**src/rtl/dll_pkg.sv**
```systemverilog
// Shared data-link-layer types and field positions for the replay path.
// A framed TLP is {4'b0, seq[11:0], body[95:0], lcrc[15:0]}.
package dll_pkg;

  localparam int SEQ_W  = 12;
  localparam int TLP_W  = 128;
  localparam int SEQ_HI = 123;
  localparam int SEQ_LO = 112;
  localparam int LCRC_W = 16;

  typedef enum logic {
    SEND   = 1'b0,
    REPLAY = 1'b1
  } dll_state_e;

  function automatic logic [SEQ_W-1:0] tlp_seq(input logic [TLP_W-1:0] tlp);
    return tlp[SEQ_HI:SEQ_LO];
  endfunction

endpackage

```
**src/rtl/replay_timer.sv**
```systemverilog
// Replay timer: down-counter reloaded on clear.
// expire asserts on the cycle REPLAY_TIMEOUT-1 cycles of run have elapsed.
module replay_timer #(
  parameter int REPLAY_TIMEOUT = 1024
) (
  input  logic clk,
  input  logic rst,
  input  logic run,
  input  logic clear,
  output logic expire
);

  localparam int CNT_W = $clog2(REPLAY_TIMEOUT);
  localparam logic [CNT_W-1:0] TC_LOAD = CNT_W'(REPLAY_TIMEOUT - 1);

  logic [CNT_W-1:0] remain;

  always_ff @(posedge clk) begin
    if (rst || clear) begin
      remain <= TC_LOAD;
    end else if (run && (remain != '0)) begin
      remain <= remain - 1'b1;
    end
  end

  assign expire = run && (remain == '0);

endmodule

```
**src/rtl/replay_buffer.sv**
```systemverilog
// Replay buffer: holds framed TLPs until ACKed, streams them to the PHY,
// and retransmits the unacknowledged window on NAK or replay-timer expiry.
//   state  | meaning
//   SEND   | accept new TLPs and stream them in order
//   REPLAY | no new writes; resend ack_ptr..replay_end-1
module replay_buffer
  import dll_pkg::*;
#(
  parameter int DEPTH          = 8,
  parameter int REPLAY_TIMEOUT = 1024
) (
  input  logic             clk,
  input  logic             rst,
  input  logic             tlp_valid,
  input  logic [TLP_W-1:0] tlp_in,
  output logic             tlp_ready,
  output logic             tx_valid,
  output logic [TLP_W-1:0] tx_data,
  input  logic             tx_ready,
  input  logic             dllp_valid,
  input  logic             dllp_ack,
  input  logic [SEQ_W-1:0] dllp_seq,
  output logic             replaying,
  output logic             retrain_req
);

  localparam int AW = $clog2(DEPTH);
  localparam int PW = AW + 1;

  logic [TLP_W-1:0] mem [DEPTH];

  logic [PW-1:0] wr_ptr, tx_ptr, ack_ptr, replay_end;
  logic [PW-1:0] count, ack_nxt, tx_mid, tx_fix;
  logic [SEQ_W-1:0] oldest_seq, purge_n;
  logic [1:0] replay_num, num_base;
  dll_state_e state;
  logic wr_en, tx_adv, full, purge_ok, nak, expire, replay_start, passes;

  assign count     = wr_ptr - ack_ptr;
  assign full      = (count == PW'(DEPTH));
  assign tlp_ready = !full && (state == SEND);
  assign tx_valid  = (tx_ptr != wr_ptr);
  assign tx_data   = mem[tx_ptr[AW-1:0]];
  assign replaying = (state == REPLAY);

  assign wr_en  = tlp_valid && tlp_ready;
  assign tx_adv = tx_valid && tx_ready;
  assign tx_mid = tx_ptr + PW'(tx_adv);

  // Sequence distance is modulo 4096, so stale/duplicate DLLPs land outside 1..count.
  assign oldest_seq = tlp_seq(mem[ack_ptr[AW-1:0]]);
  assign purge_n    = dllp_seq - oldest_seq + 1'b1;
  assign purge_ok   = dllp_valid && (count != '0) && (purge_n != '0)
                      && (purge_n <= SEQ_W'(count));
  assign ack_nxt    = purge_ok ? (ack_ptr + PW'(purge_n)) : ack_ptr;

  assign nak          = dllp_valid && !dllp_ack;
  assign replay_start = nak || ((state == SEND) && expire);

  // Distances from the old ack_ptr tell whether the purge overtook tx_ptr.
  assign passes = (ack_nxt - ack_ptr) > (tx_mid - ack_ptr);
  assign tx_fix = passes ? ack_nxt : tx_mid;

  assign num_base = purge_ok ? 2'd0 : replay_num;

  always_ff @(posedge clk) begin
    if (wr_en) begin
      mem[wr_ptr[AW-1:0]] <= tlp_in;
    end
  end

  always_ff @(posedge clk) begin
    if (rst) begin
      wr_ptr      <= '0;
      tx_ptr      <= '0;
      ack_ptr     <= '0;
      replay_end  <= '0;
      replay_num  <= 2'd0;
      retrain_req <= 1'b0;
      state       <= SEND;
    end else begin
      if (wr_en) begin
        wr_ptr <= wr_ptr + 1'b1;
      end
      ack_ptr     <= ack_nxt;
      replay_num  <= num_base;
      retrain_req <= 1'b0;
      if (replay_start) begin
        tx_ptr      <= ack_nxt;
        replay_num  <= num_base + 2'd1;
        retrain_req <= (num_base == 2'd3);
        state       <= REPLAY;
        // A NAK during replay keeps the original end of the window.
        if (state == SEND) begin
          replay_end <= tx_mid;
        end
      end else begin
        tx_ptr <= tx_fix;
        if ((state == REPLAY) && (tx_ptr == replay_end)) begin
          state <= SEND;
        end
      end
    end
  end

  replay_timer #(
    .REPLAY_TIMEOUT(REPLAY_TIMEOUT)
  ) u_timer (
    .clk    (clk),
    .rst    (rst),
    .run    ((state == SEND) && (count != '0)),
    .clear  (purge_ok || replay_start || (count == '0)),
    .expire (expire)
  );

endmodule

```
**config.mk**
```make
export PLATFORM = sky130hd
export DESIGN_NAME = replay_buffer
export DESIGN_NICKNAME = d
export VERILOG_FILES = /design/src/rtl/dll_pkg.sv /design/src/rtl/replay_timer.sv /design/src/rtl/replay_buffer.sv
export SDC_FILE = /design/constraint.sdc
export NUM_CORES = 1
export LEC_CHECK = 0
export ABC_AREA = 0
export BUFFER_PORTS_ARGS = -buffer_cell sky130_fd_sc_hd__buf_2
export CAP_MARGIN = 20
export CORE_ASPECT_RATIO = 1.5
export CORE_MARGIN = 2
export CORE_UTILIZATION = 55
export DETAILED_ROUTE_END_ITERATION = 7
export PLACE_DENSITY = 0.79
export SYNTH_ARGS = -nofsm -noshare
export SYNTH_HDL_FRONTEND = slang
export SYNTH_SLANG_ARGS = --single-unit
```
**constraint.sdc**
```tcl
create_clock -name clk -period 16.4 [get_ports clk]
set_input_delay 1.64 -clock clk [delete_from_list [all_inputs] [get_ports clk]]
set_output_delay 1.64 -clock clk [all_outputs]
set_load 0.005 [all_outputs]
```
==> metrics.cfg, run 1 <==
[status]
status=complete, no violations

[sta]
holdWs_ns=0.4976
rsz0062_at_grt=false
slew_headroom_pct=26.05
finalHoldViolCount=0
worstMarginPinSlew_ns=1.109
timing.final.crit_share_pct=46.12
setup_viol=0
fin_worst_skew_ns=0.02371
slew_violations=0
fmax_mhz=132.2
final.setup.tns_ns=0
period_needed_ns=7.563

[place]
dp_cells=3071
dpl.hpwl_um=45020
gp_congestion=0.8507
io_buffers=277

[pwr]
vdd.ir_drop.worst_mv=0.1260
power_density_nw_per_um2=142.8
leakage_nw=15.23

[critical_path]
start_kind=flop
crit_type=flop to flop
path_buf_inv=2
cp_cell_sequence=buf_4 > mux4_2 > mux2i_1 > ha_1 > ha_1 > a21oi_1 > nor2_1 > or4_1 > a2111o_1 > or4_1 > o31ai_1 > and2_1 > ha_1 > inv_1 > fa_1 > ha_1 > nor2b_1 > o21a_1 > o21a_1 > o21ai_0 > nand2_1 > a311oi_1
crit_family=compound AO/OA/AOI/OAI gates
crit_required_ns=16.94
worst_setup_path_end_kind=flop
cp_max_fo=21
crit_arrival_ns=8.10
rrSetupSlack_ns=8.84
path_common_cell=ha_1
cpMaxStageDelayCell=or4_1
max_stage_delay_ns=0.61

[synth]
yosys_most_used_dff=edfxtp_1
ys_warn_count=0
ys_seq_elements=1054
synth-async-reset-ratio_pct=0
yosys.area.top_type=edfxtp_1
yosys.cell_types.count=54
synth_top_cell_area_share_pct=73.69
yosys-top-cells-count=1024 x edfxtp_1, 280 x mux4_2, 129 x mux2_2
synth-edff-count=1024
synthCells=1863
synth.area.top_cells=edfxtp_1 74%, mux4_2 15%, mux2_2 3.5%
synth_seq_area_share_pct=75.13
yosysMostFrequentCell=edfxtp_1
synth_nets=2060
syn-mean-instance-area_um2=22.40
syn_area_um2=41730

[cells_and_area]
final_cells=3242
area_growth_pct=13.47
final-seq-area_um2=31360
drive_gt1_share_pct=38.16
fillers=4997
fin_nets=2362
multi_input_area_um2=9988

[clock_tree]
cts_resized=0
cts_setup_buffers=0
clk_latency_ns=0.67
cts_buffers=92
cts.sinks=1054
clock-root-buffer=clkbuf_16
hold_buffers=0
htree_levels=3
clk_pin_slew_ns=0.07
cts_buffer_depth=3
cts_tree=yes

[floorplanning]
die_w_um=228.9
die_h_um=341.4
ioPinCount=278
die_area_um2=78140
start_util_pct=55.56
coreArea_um2=75100
std_cell_rows=123

[routing]
via_per_inst=6.043
wire_per_inst_um=26.15
drc=0
drtIter0Drc=1433
wl_um=84770
postRouteAntennaNets=0
dr.pass1.iters=6
vias=19590

[global_route]
antenna_found_initial=14
grt_usage_pct=22.17
grt_overflow=0
grt_max_degree=129
grt_pass1_vias=21060
grt_pass1_wl_um=129100

[worst_hold_path]
hp-class=flop to flop

[job]
max_cap_violations=0

## cells by family after synthesis
| family | count (synthesis) | share of synthesized area, % |
|---|---|---|
| compound gates | 70 | 1.154 |
| flops | 1054 | 75.13 |
| simple gates | 110 | 1.328 |
| xor+xnor | 38 | 0.7976 |
| mux | 422 | 18.90 |
| buf+inv | 118 | 1.070 |
| fa+ha+maj | 51 | 1.619 |
## cell type report
type / count / share of cell area (%)
repair buffers: 297 / 3.430
diodes: 4 / 0.02114
multi-input cells: 691 / 21.09
clock inverters: 51 / 1.115
flip-flops and latches: 1054 / 66.24
well taps: 1000 / 2.642
clock buffers: 116 / 5.232
inverters: 29 / 0.2299
## report_power, final
part / switching, mW / total, mW / internal, mW
clock: 0.921 / 2.15 / 1.23
combinational: 0.709 / 1.46 / 0.754
sequential: 0.0775 / 3.15 / 3.07
total: 1.71 / 6.76 / 5.05
## per-stage QoR
stage / instance area (µm²) / setup WS (ns) / utilization, % / power [mW]
2_1_floorplan: 41730 / 4.525 / - / 4.185
4_1_cts: 47340 / 8.936 / 63.03 / 6.825
3_3_place_gp: 44340 / 8.816 / 59.03 / 4.635
5_1_grt: 47350 / 8.361 / 63.04 / 7.023
3_5_place_dp: 44340 / 8.575 / 59.03 / 4.678
6_report: 47350 / 8.837 / 63.05 / 6.761
## cells in the final DEF (no fill, tap or decap), drive strengths merged, types with 4 or more instances in the layout
master / count
a21oi: 21
inv: 31
nand2: 26
diode: 4
nand4b: 4
fa: 5
mux4: 280
xor2: 21
clkbuf: 116
nor3: 9
clkinv: 36
nand3: 9
mux2i: 13
ha: 46
nand4: 9
edfxtp: 1024
o21ai: 9
mux2: 129
dfxtp: 30
bufinv: 10
a31oi: 6
xnor2: 17
nand2b: 7
a21o: 4
nor4: 5
nor2: 28
buf: 297
## path summary, 6_finish.rpt
| kind | startpoint | to | cells past startpoint |
|---|---|---|---|
| setup / recovery | ack_ptr[0] | tx_ptr[1] | 22 |
| hold / removal | replay_end[0] | replay_end[0] | 2 |
| setup reg to reg | ack_ptr[0] | tx_ptr[1] | 22 |
| hold reg to reg | replay_end[0] | replay_end[0] | 2 |
## registers in the layout (all words and copies together), names as in the netlist
| register | count |
|---|---|
| mem | 1024 |
| u_timer.remain | 10 |
| ack_ptr | 4 |
| replay_end | 4 |
| tx_ptr | 4 |
| wr_ptr | 4 |
| replay_num | 2 |
| replaying | 1 |
| retrain_req | 1 |
## tightest hold or removal path, delay by kind of cell, from the launching register on
family / cells / cell delay, ns
flops: 1 / 0.32
compound gates: 2 / 0.13
## per-layer routing
metal	track usage [%]	vias to the layer above	wire length, µm
met1	28.23	10320	32690
met2	38.61	666	44300
met5	0	-	81
met4	7.156	14	2004
met3	4.500	133	5685
li1	-	8456	-
No activity file was read; power rests on OpenSTA's default activity.
==> run 2: changes to the inputs <==
CORE_UTILIZATION = 54   (was 55)
PLACE_DENSITY = 0.81   (was 0.79)
clock period = 6.2 ns   (was 16.4 ns; I/O delays follow)
==> metrics.cfg, run 2 (synthesized netlist as in run 1, its figures left out) <==
[critical_path]
crit_required_ns=6.75
cpMaxStageDelayCell=or4_4
crit_arrival_ns=6.68
crit_type=flop to flop
cp_max_fo=6
crit_family=compound AO/OA/AOI/OAI gates
worst_setup_path_end_kind=flop
start_kind=flop
path_buf_inv=3
cp_cell_sequence=buf_6 > mux4_2 > mux2i_2 > ha_2 > ha_4 > inv_2 > fa_2 > nand2b_1 > a21oi_2 > mux2_2 > a2111o_1 > or4_4 > o31ai_4 > and2_4 > ha_4 > inv_2 > fa_1 > ha_1 > nor2b_1 > o21a_1 > o21a_1 > o21ai_2 > nand2_2 > a311oi_2
max_stage_delay_ns=0.54

[global_route]
grt_pass1_wl_um=132900
grt_overflow=0
grt_usage_pct=22.64
grt_max_degree=108
antenna_found_initial=20
grt_pass1_vias=21310

[cells_and_area]
final_util_pct=63.25
area_growth_pct=15.70
largest_register_ffs=1024
drive_gt1_share_pct=41.10
final_cell_mix=1024 x edfxtp_1, 280 x mux4_2, 277 x buf_2
final_common_cell=edfxtp_1
fin_nets=2433

[clock_tree]
clock-root-buffer=clkbuf_16
htree_levels=3
cts_tree=yes
cts_buffers=94
clk_latency_ns=0.65
clk_pin_slew_ns=0.06
cts.sinks=1054
hold_buffers=0
cts_buffer_depth=3

[sta]
slew_violations=0
fmax_mhz=163.1
rsz0062_at_grt=true
setup_ws_ns=0.06753
period_needed_ns=6.132
timing.final.crit_share_pct=98.91
holdWs_ns=0.2233
fin_worst_skew_ns=0.01246
finalHoldViolCount=0
setup_viol=0
worstMarginPinSlew_ns=1.125
final.setup.tns_ns=0
slew_headroom_pct=25.03

[floorplanning]
coreArea_um2=76330
std_cell_rows=124
start_util_pct=54.67
die_h_um=344.5
ioPinCount=278
die_area_um2=79560
die_w_um=231.0

[routing]
via_per_inst=6.058
vias=20170
wl_um=88940
dr.pass1.iters=6
wl_met3_um=5891
wire_per_inst_um=26.72
met2_length_um=46700
dr.max_layer_used=met5
wl_met1_um=33790
drc=0
drtIter0Drc=1869
postRouteAntennaNets=0

[pwr]
vdd.ir_drop.worst_mv=0.3643
leakage_nw=15.61
power_density_nw_per_um2=374.5

[status]
status=complete, no violations

[place]
gp_congestion=0.8906
io_buffers=277
dpl.hpwl_um=52090
place_ws_ns=-0.2793

[job]
max_cap_violations=0

[worst_hold_path]
hp-class=input pin to flop

[run 2: path summary, 6_finish.rpt]
| path | start | to | slack [ns] | cells past startpoint |
|---|---|---|---|---|
| max | ack_ptr[0] | tx_ptr[0] | 0.07 | 24 |
| min | tlp_in[106] | mem[7][106] | 0.22 | 1 |
| max reg2reg | ack_ptr[0] | tx_ptr[0] | 0.07 | 24 |
| min reg2reg | replay_num[1] | replay_num[1] | 0.50 | 2 |
[run 2: worst reg2reg max path, cell delays in order, from the launching register on]
cell	delay, ns
dfxtp_4	0.39
buf_6	0.13
mux4_2	0.50
mux2i_2	0.18
ha_2	0.23
ha_4	0.14
inv_2	0.03
fa_2	0.35
nand2b_1	0.21
a21oi_2	0.16
mux2_2	0.35
a2111o_1	0.42
or4_4	0.54
o31ai_4	0.21
and2_4	0.19
ha_4	0.12
inv_2	0.03
fa_1	0.44
ha_1	0.29
nor2b_1	0.13
o21a_1	0.16
o21a_1	0.17
o21ai_2	0.17
nand2_2	0.14
a311oi_2	0.35
[run 2: what timing repair did]
action	4_1_cts	5_1_grt
buffers inserted	3	3
gates resized for setup	15	20
setup endpoints to repair	4	4
pin swaps	19	12
[run 2: metal layers]
layer / GRT usage [%] / vias to the layer above
li1: - / 8619
met1: 28.96 / 10610
met2: 38.93 / 769
met3: 4.555 / 159
met4: 7.890 / 14
met5: 0 / -
[run 2: area by class of cell]
cell class | count | area (µm²)
Antenna cell | 12 | 30.03
Clock buffer | 118 | 2474
Clock inverter | 51 | 548.0
Fill cell | 4987 | 28050
Inverter | 29 | 108.9
Multi-Input combinational cell | 691 | 10120
Sequential cell | 1054 | 31370
Tap cell | 1008 | 1261
Timing Repair Buffer | 366 | 2370
[run 2: where the power goes]
| group | internal, mW | leakage, nW | total, mW | switching, mW |
|---|---|---|---|---|
| Combinational | 2.12 | 4.63 | 4.05 | 1.94 |
| Clock | 3.19 | 1.46 | 5.71 | 2.52 |
| Sequential | 8.12 | 9.53 | 8.31 | 0.194 |
| Total | 13.4 | 15.6 | 18.1 | 4.66 |
[run 2: metrics by stage]
step           instances  area [µm²]  total power [mW]
2_1_floorplan       1863       41880             11.05
3_3_place_gp        3141       45040             12.35
3_5_place_dp        3142       45060             12.46
4_1_cts             3314       48160             18.22
5_1_grt             3326       48270             18.77
6_report            3329       48280             18.08
==> run 3: changes to the inputs <==
REMOVE_ABC_BUFFERS = 1   (was default)
==> metrics.cfg, run 3 (synthesized netlist as in run 1, its figures left out) <==
[critical_path]
crit_type=flop to flop
start_kind=flop
startpoint=ack_ptr[0]
crit_arrival_ns=6.64
worst_setup_path_end_kind=flop
max_stage_delay_ns=0.56
cpMaxStageDelayCell=fa_1
cp_max_fo=5
path_common_cell=ha_4
r2r_start=ack_ptr[0]
crit_required_ns=6.71
rrSetupSlack_ns=0.07

[sta]
slew_headroom_pct=26.31
timing.final.crit_share_pct=98.94
setup_ws_ns=0.06578
fin_worst_skew_ns=0.02001
slew_violations=0
rsz0062_at_grt=true
fmax_mhz=163.0
worstMarginPinSlew_ns=1.105
period_needed_ns=6.134
setup_viol=0
finalHoldViolCount=0
final.setup.tns_ns=0

[routing]
drc=0
drtIter0Drc=1560
vias=20010
wire_per_inst_um=26.21
via_per_inst=6.048
dr.pass1.iters=6
postRouteAntennaNets=0
wl_um=86710

[global_route]
grt_usage_pct=22.26
grt_max_degree=145
grt_overflow=0
antenna_found_initial=16
grt_pass1_vias=21440
grt_pass1_wl_um=131100

[cells_and_area]
final_cell_mix=1024 x edfxtp_1, 280 x mux4_2, 277 x buf_2
fin_nets=2416
largest_register_ffs=1024
area_growth_pct=15.46
final_common_cell=edfxtp_1
drive_gt1_share_pct=41.25

[floorplanning]
die_area_um2=79560
std_cell_rows=124
ioPinCount=278
die_h_um=344.5
start_util_pct=54.67
die_w_um=231.0
coreArea_um2=76330

[job]
max_cap_violations=0

[clock_tree]
cts_tree=yes
cts_buffers=95
htree_levels=3
clk_latency_ns=0.65
clock-root-buffer=clkbuf_16
cts_buffer_depth=3
clk_pin_slew_ns=0.06
cts.sinks=1054
hold_buffers=0

[place]
gp_congestion=0.8259
dpl.hpwl_um=46140
place_ws_ns=-0.4574
io_buffers=277

[worst_hold_path]
hp-class=input pin to flop
hp-start=tlp_in[65]

[pwr]
leakage_nw=15.57
vdd.ir_drop.worst_mv=0.2991
power_density_nw_per_um2=375.2

[status]
status=complete, no violations

==> run 3: worst paths after layout <==
path / to / depth (start not counted)
min: mem[4][65] / 1
max: tx_ptr[2] / 28
max reg2reg: tx_ptr[2] / 28
min reg2reg: replay_num[1] / 2
==> run 3: cell type report <==
cell class / instances / area (µm²)
flip-flops and latches: 1054 / 31370
clock inverters: 66 / 539.3
repair buffers: 348 / 2180
multi-input cells: 691 / 10220
diodes: 4 / 10.01
inverters: 29 / 111.4
fillers: 5071 / 28150
well taps: 1008 / 1261
clock buffers: 108 / 2490
==> run 3: timing repair <==
item / CTS / global route
pin swaps: 22 / 19
gates cloned: 1 / 0
resized for setup: 38 / 22
endpoints found under the setup margin: 4 / 4
setup buffers: 11 / 2
==> run 3: worst max-delay path: cells and delay by family, from the launching register on <==
| family | cells | cell delay, ns |
|---|---|---|
| AOI/OAI and AO/OA | 9 | 1.46 |
| and+or+nand+nor | 4 | 0.91 |
| muxes | 2 | 0.74 |
| DFF | 1 | 0.40 |
| buffers and inverters | 5 | 0.48 |
| adders and majority gates | 7 | 1.82 |
| xor gates and xnor gates | 1 | 0.19 |
==> run 3: stage by stage <==
stage	total power, mW	std cells	hold WS, ns	util, %	cell area [µm²]
after floorplan	12.07	1774	0.4585	-	41390
after global placement	12.31	3115	0.4681	58.58	44720
after detailed placement	12.43	3115	0.4743	58.58	44720
after CTS	18.19	3301	0.1729	62.91	48020
after global routing	18.79	3308	0.2001	63.12	48180
final	18.08	3308	0.2272	63.12	48180
==> run 3: where the power goes <==
part           switching (mW)  internal [mW]
logic                    1.97           2.14
clock network            2.54           3.15
registers               0.163           8.12
total                    4.67           13.4
==> run 3: metal layers <==
metal	global-route usage (%)	vias up	wire length, µm
met5	0	-	118
met4	6.949	20	2368
met3	4.580	166	5417
met2	38.41	676	45060
met1	28.64	10600	33750
li1	-	8548	-
